[src/rtl/serial_adder_pkg.sv]
// Shared definitions for the bit-serial adder: FSM state encoding and counter sizing.
package serial_adder_pkg;

  typedef enum logic [1:0] {
    ST_IDLE = 2'd0,
    ST_RUN  = 2'd1,
    ST_DONE = 2'd2
  } state_t;

  function automatic int count_width(input int w);
    return (w < 2) ? 1 : $clog2(w);
  endfunction

endpackage

[src/rtl/serial_adder_fa.sv]
// One-bit full adder used as the serial datapath slice.
module serial_adder_fa (
  input  logic a,
  input  logic b,
  input  logic c_in,
  output logic s,
  output logic c_out
);

  assign s     = a ^ b ^ c_in;
  assign c_out = (a & b) | (c_in & (a ^ b));

endmodule

[src/rtl/serial_adder.sv]
// Bit-serial W-bit adder: one full-adder slice fed LSB-first, one bit per clock.
// Optional SERIAL_ADDER_OVF_EN adds a two's-complement overflow output.
//
// state   | meaning
// --------+-----------------------------------------------
// ST_IDLE | waiting for start; previous result held
// ST_RUN  | one operand bit pair added per clock (W clocks)
// ST_DONE | one-cycle result-valid pulse
module serial_adder
  import serial_adder_pkg::*;
#(
  parameter int W = 8
) (
  input  logic         clk,
  input  logic         rst_n,
  input  logic         start,
  input  logic [W-1:0] a,
  input  logic [W-1:0] b,
  input  logic         c_in,
  output logic         busy,
  output logic         done,
  output logic [W-1:0] sum,
`ifdef SERIAL_ADDER_OVF_EN
  output logic         ovf,
`endif
  output logic         c_out
);

  localparam int CW = count_width(W);
  localparam logic [CW-1:0] LAST = CW'(W - 1);

  state_t         state, state_nxt;
  logic [W-1:0]   a_sr, b_sr;
  logic           carry;
  logic [CW-1:0]  count;
  logic           fa_s, fa_co;

  serial_adder_fa u_fa (
    .a     (a_sr[0]),
    .b     (b_sr[0]),
    .c_in  (carry),
    .s     (fa_s),
    .c_out (fa_co)
  );

  always_ff @(posedge clk or negedge rst_n) begin
    if (!rst_n) state <= ST_IDLE;
    else        state <= state_nxt;
  end

  always_comb begin
    state_nxt = state;
    busy      = 1'b0;
    done      = 1'b0;
    case (state)
      ST_IDLE: if (start) state_nxt = ST_RUN;
      ST_RUN: begin
        busy = 1'b1;
        if (count == LAST) state_nxt = ST_DONE;
      end
      ST_DONE: begin
        done      = 1'b1;
        state_nxt = ST_IDLE;
      end
      default: state_nxt = ST_IDLE;
    endcase
  end

  // Sum fills from the MSB end so the first (LSB) result bit lands at bit 0 after W shifts.
  always_ff @(posedge clk or negedge rst_n) begin
    if (!rst_n) begin
      a_sr  <= '0;
      b_sr  <= '0;
      carry <= 1'b0;
      count <= '0;
      sum   <= '0;
      c_out <= 1'b0;
`ifdef SERIAL_ADDER_OVF_EN
      ovf   <= 1'b0;
`endif
    end else begin
      case (state)
        ST_IDLE: begin
          if (start) begin
            a_sr  <= a;
            b_sr  <= b;
            carry <= c_in;
            count <= '0;
          end
        end
        ST_RUN: begin
          carry <= fa_co;
          sum   <= {fa_s, sum[W-1:1]};
          a_sr  <= {1'b0, a_sr[W-1:1]};
          b_sr  <= {1'b0, b_sr[W-1:1]};
          if (count == LAST) begin
            c_out <= fa_co;
`ifdef SERIAL_ADDER_OVF_EN
            ovf   <= fa_co ^ carry;
`endif
          end else begin
            count <= count + CW'(1);
          end
        end
        default: ;
      endcase
    end
  end

endmodule

[config.mk]
export PLATFORM = sky130hd
export DESIGN_NAME = serial_adder
export DESIGN_NICKNAME = d
export VERILOG_FILES = /design/src/rtl/serial_adder_pkg.sv /design/src/rtl/serial_adder_fa.sv /design/src/rtl/serial_adder.sv
export SDC_FILE = /design/constraint.sdc
export NUM_CORES = 1
export LEC_CHECK = 0
export BUFFER_PORTS_ARGS = -buffer_cell sky130_fd_sc_hd__buf_4
export CAP_MARGIN = 20
export CORE_UTILIZATION = 57
export CTS_CLUSTER_DIAMETER = 80
export CTS_CLUSTER_SIZE = 16
export DETAILED_ROUTE_END_ITERATION = 8
export HOLD_SLACK_MARGIN = 0.05
export PLACE_DENSITY = 0.93
export SETUP_SLACK_MARGIN = 0.1
export SLEW_MARGIN = 20
export SYNTH_ARGS = -nofsm -noshare
export SYNTH_HDL_FRONTEND = slang
export SYNTH_SLANG_ARGS = --single-unit
[constraint.sdc]
create_clock -name clk -period 2.5 [get_ports clk]
set_clock_uncertainty 0.05 [all_clocks]
set_input_delay 0.5 -clock clk [delete_from_list [all_inputs] [get_ports clk]]
set_output_delay 0.5 -clock clk [all_outputs]
set_load 0.01 [all_outputs]
After elaboration in Yosys (flattened, before gate mapping)
Cells that the tools add are included.
- bits in registers: 31
- word-level logic and storage cells: 39
- add/subtract/negate cells: 1
- equality and inequality tests: 6
- multiplexer cells: 14
- bitwise logic cells: 5
- reductions and logical operators: 6
- operators by type and width (kind ; number):
    case mux 8 bit (2 select lines) ; 2
    2-to-1 mux 8 bit ; 2
    2-to-1 mux 3 bit ; 2
    != test 2 bit, second input constant ; 3
    case mux 3 bit (2 select lines) ; 1
    AND reduction 2 bit ; 3
    2-to-1 mux 2 bit ; 2
    case mux 2 bit (2 select lines) ; 1
    adder 3 x 1 -> 3 bit, second input constant ; 1
    equality test 3 bit, second input constant ; 1
    2-to-1 mux 1 bit ; 3
    AND reduction 3 bit ; 1
    AND 1 bit ; 2
    equality test 2 x 1 -> 1 bit, second input constant ; 1
    equality test 2 bit, second input constant ; 1
    zero test 2 bit ; 1
    case mux 1 bit (2 select lines) ; 1
    nonzero test 2 bit ; 1
    XOR 1 bit ; 2
    bitwise OR 1 bit ; 1

Depth between registers and ports, before layout
- depth in word-level cells: 4
- depth in mapped cells: 4
- gate-level depth less buffers: 4

Hierarchy
From an unflattened synthesis, not the netlist that was laid out.
- cell total of the unflattened synthesis: 142
- area, all modules: 1397.6 um^2
- by module, submodules not included (module ; times used ; cells an instance ; area each (um^2)):
    serial_adder ; 1 ; 141 ; 1377.6
    serial_adder_fa ; 1 ; 1 ; 20.0

Worst setup path after synthesis
OpenSTA, ideal clock, no wires.
- kind: register to output
- start point: register state[0]
- end point: output done
- arrival time: 0.901 ns
- data required time: 1.950 ns
- slack: 1.049 ns
- stages on the path, launching flop included: 4
- path buffers: 2
- path through: dfrtp_1 buf_2 buf_2 nor2b_1
- longest elaborated chain between the ends: 2
- ends and longest elaborated chain (what ; line ; source):
    from (decl) ; serial_adder.sv:32 ; state_t state, state_nxt;
    from (signal assigned) ; serial_adder.sv:48 ; else state <= state_nxt;
    equality test 2 bit ; serial_adder.sv:55 ; case (state)
    2-to-1 mux 1 bit ; serial_adder.sv:55 ;
    to (decl) ; serial_adder.sv:21 ; output logic done,
No other way between the ends.

Worst setup path in the final report
- start point: register state[1]
- end point: output busy
- longest elaborated chain between the ends: 2
- ends and longest elaborated chain (what ; line ; source):
    equality test 2 x 1 -> 1 bit ; serial_adder.sv:55 ;
    2-to-1 mux 1 bit ; serial_adder.sv:55 ;
    to (decl) ; serial_adder.sv:20 ; output logic busy,
No other way between the ends.

==> impl_metrics.tcl <==
set metrics [dict create \
    grt_pass1_vias 1097 \
    slew_violations 0 \
    drt-total-wl_mm 3.058 \
    cap_violations 0 \
    hold_violations 0 \
    ios 31 \
    die_x_microns 53.15 \
    relSlewSlack 0.7320 \
    post-place-ws_ns 0.5705 \
    yosysSeqAreaShare 0.5201 \
    dp_hpwl_mm 2.145 \
    die_area_sq_um 2825 \
    cts_sinks 31 \
    path_cells "nand2b_1 > inv_1 > buf_4" \
    syn_inst 113 \
    crit_fanout 26 \
    design_area_sq_um 1793 \
    reg2reg_from "state[1]" \
    r2r_slack_ns 0.86 \
    ctsLongestPathBuffers 2 \
    ff_latch_area_sq_um 777.0 \
    portBuffers 30 \
    vias_per_cell 6.127 \
    remaining_drc_errors 0 \
    antenna_cells 0 \
    startpoint_type "flop" \
    hp-start "start" \
    syn-num-nets 136 \
    placed_area_sq_um 1713 \
    path_clk_slew_ns 0.09 \
    rows 18 \
    grt_overflow 0 \
    p_leak_nw 0.7965 \
    power_density_nw_per_um2 1202 \
    cts-root-buf "clkbuf_4" \
    multi_input_area_sq_um 640.6 \
    cts.htree.levels 2 \
    cts_tree "done" \
    syn_area_per_cell_sq_um 13.20 \
    synth-seq-cells 31 \
    setup_tns_ns 0 \
    start_util 0.6020 \
    vdd_drop_max_v 0.0008632 \
    vias 1060 \
    fin_crit_sh 0.8489 \
    hp-class "input port to flop" \
    syn_area_sq_um 1491 \
    finalCriticalPeriod_ns 2.122 \
    arrival_ns 1.57 \
    area_growth_pct 20.22 \
    first_pass_iters 4 \
    drtIter0Drc 29 \
    tightest_slew_ns 0.4021 \
    post-route-util 0.7237 \
    wire_per_inst_microns 17.68 \
    path_class "flop to output port" \
    synthDistinctLibCells 26 \
    grt_usage 0.2594 \
    cp_num_buf_inv 2 \
    setup_ws_ns 0.3778 \
    drive_gt1_frac 0.4825 \
    drtAntennaViolNets 0 \
    slowest_stage "dfrtp_2" \
    fillers 164 \
    yosys_warnings 0 \
    slowest_delay_ns 0.58 \
    die_h_microns 53.15 \
    crit_start "state[1]" \
    fp.coreArea_sq_um 2477 \
    fmax_mhz 471.2 \
    numCtsBuffers 5 \
    clock_latency_ns 0.33 \
    gp_congestion 0.6935 \
    setup_viol 0 \
    grt_pass1_wl_mm 5.071 \
    outcome "finished, final reports clean" \
    grt_max_degree 32 \
    rsz0062_at_grt "no" \
    cp-end-kind "output port" \
    cp_data_required_time_ns 1.95 \
    cp_top_family "flip-flops" \
    antenna_found_initial 0 \
    final_nets 165 \
]
==> report_power, final <==
group | switching [mW] | internal [mW]
clock network | 0.168 | 0.165
registers | 0.176 | 0.740
logic | 0.383 | 0.522
total | 0.727 | 1.43
==> logic make-up (layout without fill, tap and decap cells) <==
family | Yosys count | in the layout | synth area share
and+or+nand+nor | 32 | 32 | 0.1787
DFF | 31 | 31 | 0.5201
AOI/OAI and AO/OA | 22 | 22 | 0.1527
buffers and inverters | 16 | 46 | 0.05033
muxes | 9 | 9 | 0.06795
adders and majority gates | 3 | 3 | 0.03020
==> per-stage QoR <==
step                      total power, mW  std cells  hold slack (ns)
after global placement              1.758        164           0.3929
final                               2.155        173           0.4604
after floorplan                     1.523        113           0.1544
after detailed placement            1.839        164           0.3985
after global routing                2.305        173           0.4501
after CTS                           2.174        173           0.4493
==> flip-flops by register name (all words and copies together) (netlist names) <==
register,cells
a_sr,8
b_sr,8
c_out,1
carry,1
count,3
state,2
sum,8
==> placed cells by master, fill, tap and decap left out <==
cell,count
dfrtp_1,30
clkbuf_8,2
or2_2,1
dlygate4sd3_1,1
buf_4,32
o211a_1,1
dfrtp_2,1
or4b_1,15
a211o_2,1
nor3b_1,2
nand2_1,2
nand3b_1,1
o21ba_2,1
nand2b_1,4
mux2_2,9
o221ai_1,3
clkbuf_1,1
a21oi_1,1
o221a_2,14
ha_1,2
nor2b_1,1
clkbuf_4,5
fa_1,1
and4bb_2,2
inv_1,5
or3b_2,1
a211o_1,1
nand3_1,3
==> timing repair <==
action                     CTS  global route
hold buffers                 1             0
setup buffers                0             0
hold endpoints to repair    31             0
setup endpoints to repair    0             1
gates resized for setup      0             1
==> worst reg2reg max path, stage by stage (launching register included) <==
cell and delay [ns]:
dfrtp_2 0.54, nand2b_1 0.37, buf_4 0.28, o221a_2 0.29
==> path summary, 6_finish.rpt <==
kind                            end  depth (start not counted)
setup reg to reg            b_sr[4]                          3
hold / removal             state[0]                          3
max in group asynchronous  state[1]                          2
setup / recovery               busy                          3
hold reg to reg               c_out                          1
min in group asynchronous    sum[0]                          2
==> cells in the mapped netlist <==
library cell / number / share of area
nor3b_1: 2 / 0.010
o221ai_1: 3 / 0.018
nor2b_1: 1 / 0.0042
ha_1: 2 / 0.017
a21oi_1: 1 / 0.0034
nand2_1: 2 / 0.0050
nand3_1: 3 / 0.010
nand3b_1: 1 / 0.0050
dfrtp_1: 31 / 0.52
o211a_1: 1 / 0.0067
or3b_2: 1 / 0.0059
or4b_1: 15 / 0.10
buf_4: 1 / 0.0050
buf_2: 6 / 0.020
clkbuf_2: 3 / 0.010
o21ba_2: 1 / 0.0067
mux2_2: 9 / 0.068
or2_2: 1 / 0.0042
fa_1: 1 / 0.013
a211o_2: 1 / 0.0067
a211o_1: 1 / 0.0059
nand2b_1: 4 / 0.017
clkbuf_1: 1 / 0.0025
o221a_2: 14 / 0.11
and4bb_2: 2 / 0.017
inv_1: 5 / 0.013
==> layer usage <==
layer / global-route usage / routed length [microns]
met5: 0 / 0
met4: 0.1184 / 35
met3: 0.08908 / 139
met2: 0.4262 / 1580
met1: 0.3018 / 1302
==> layout make-up <==
| class | instances | area share |
|---|---|---|
| clock buffers | 8 | 0.03838 |
| flip-flops and latches | 31 | 0.4334 |
| inverters | 5 | 0.01047 |
| repair buffers | 33 | 0.1396 |
| well taps | 30 | 0.02094 |
| multi-input cells | 66 | 0.3573 |
Note: power is estimated with default switching activity, not from simulation.
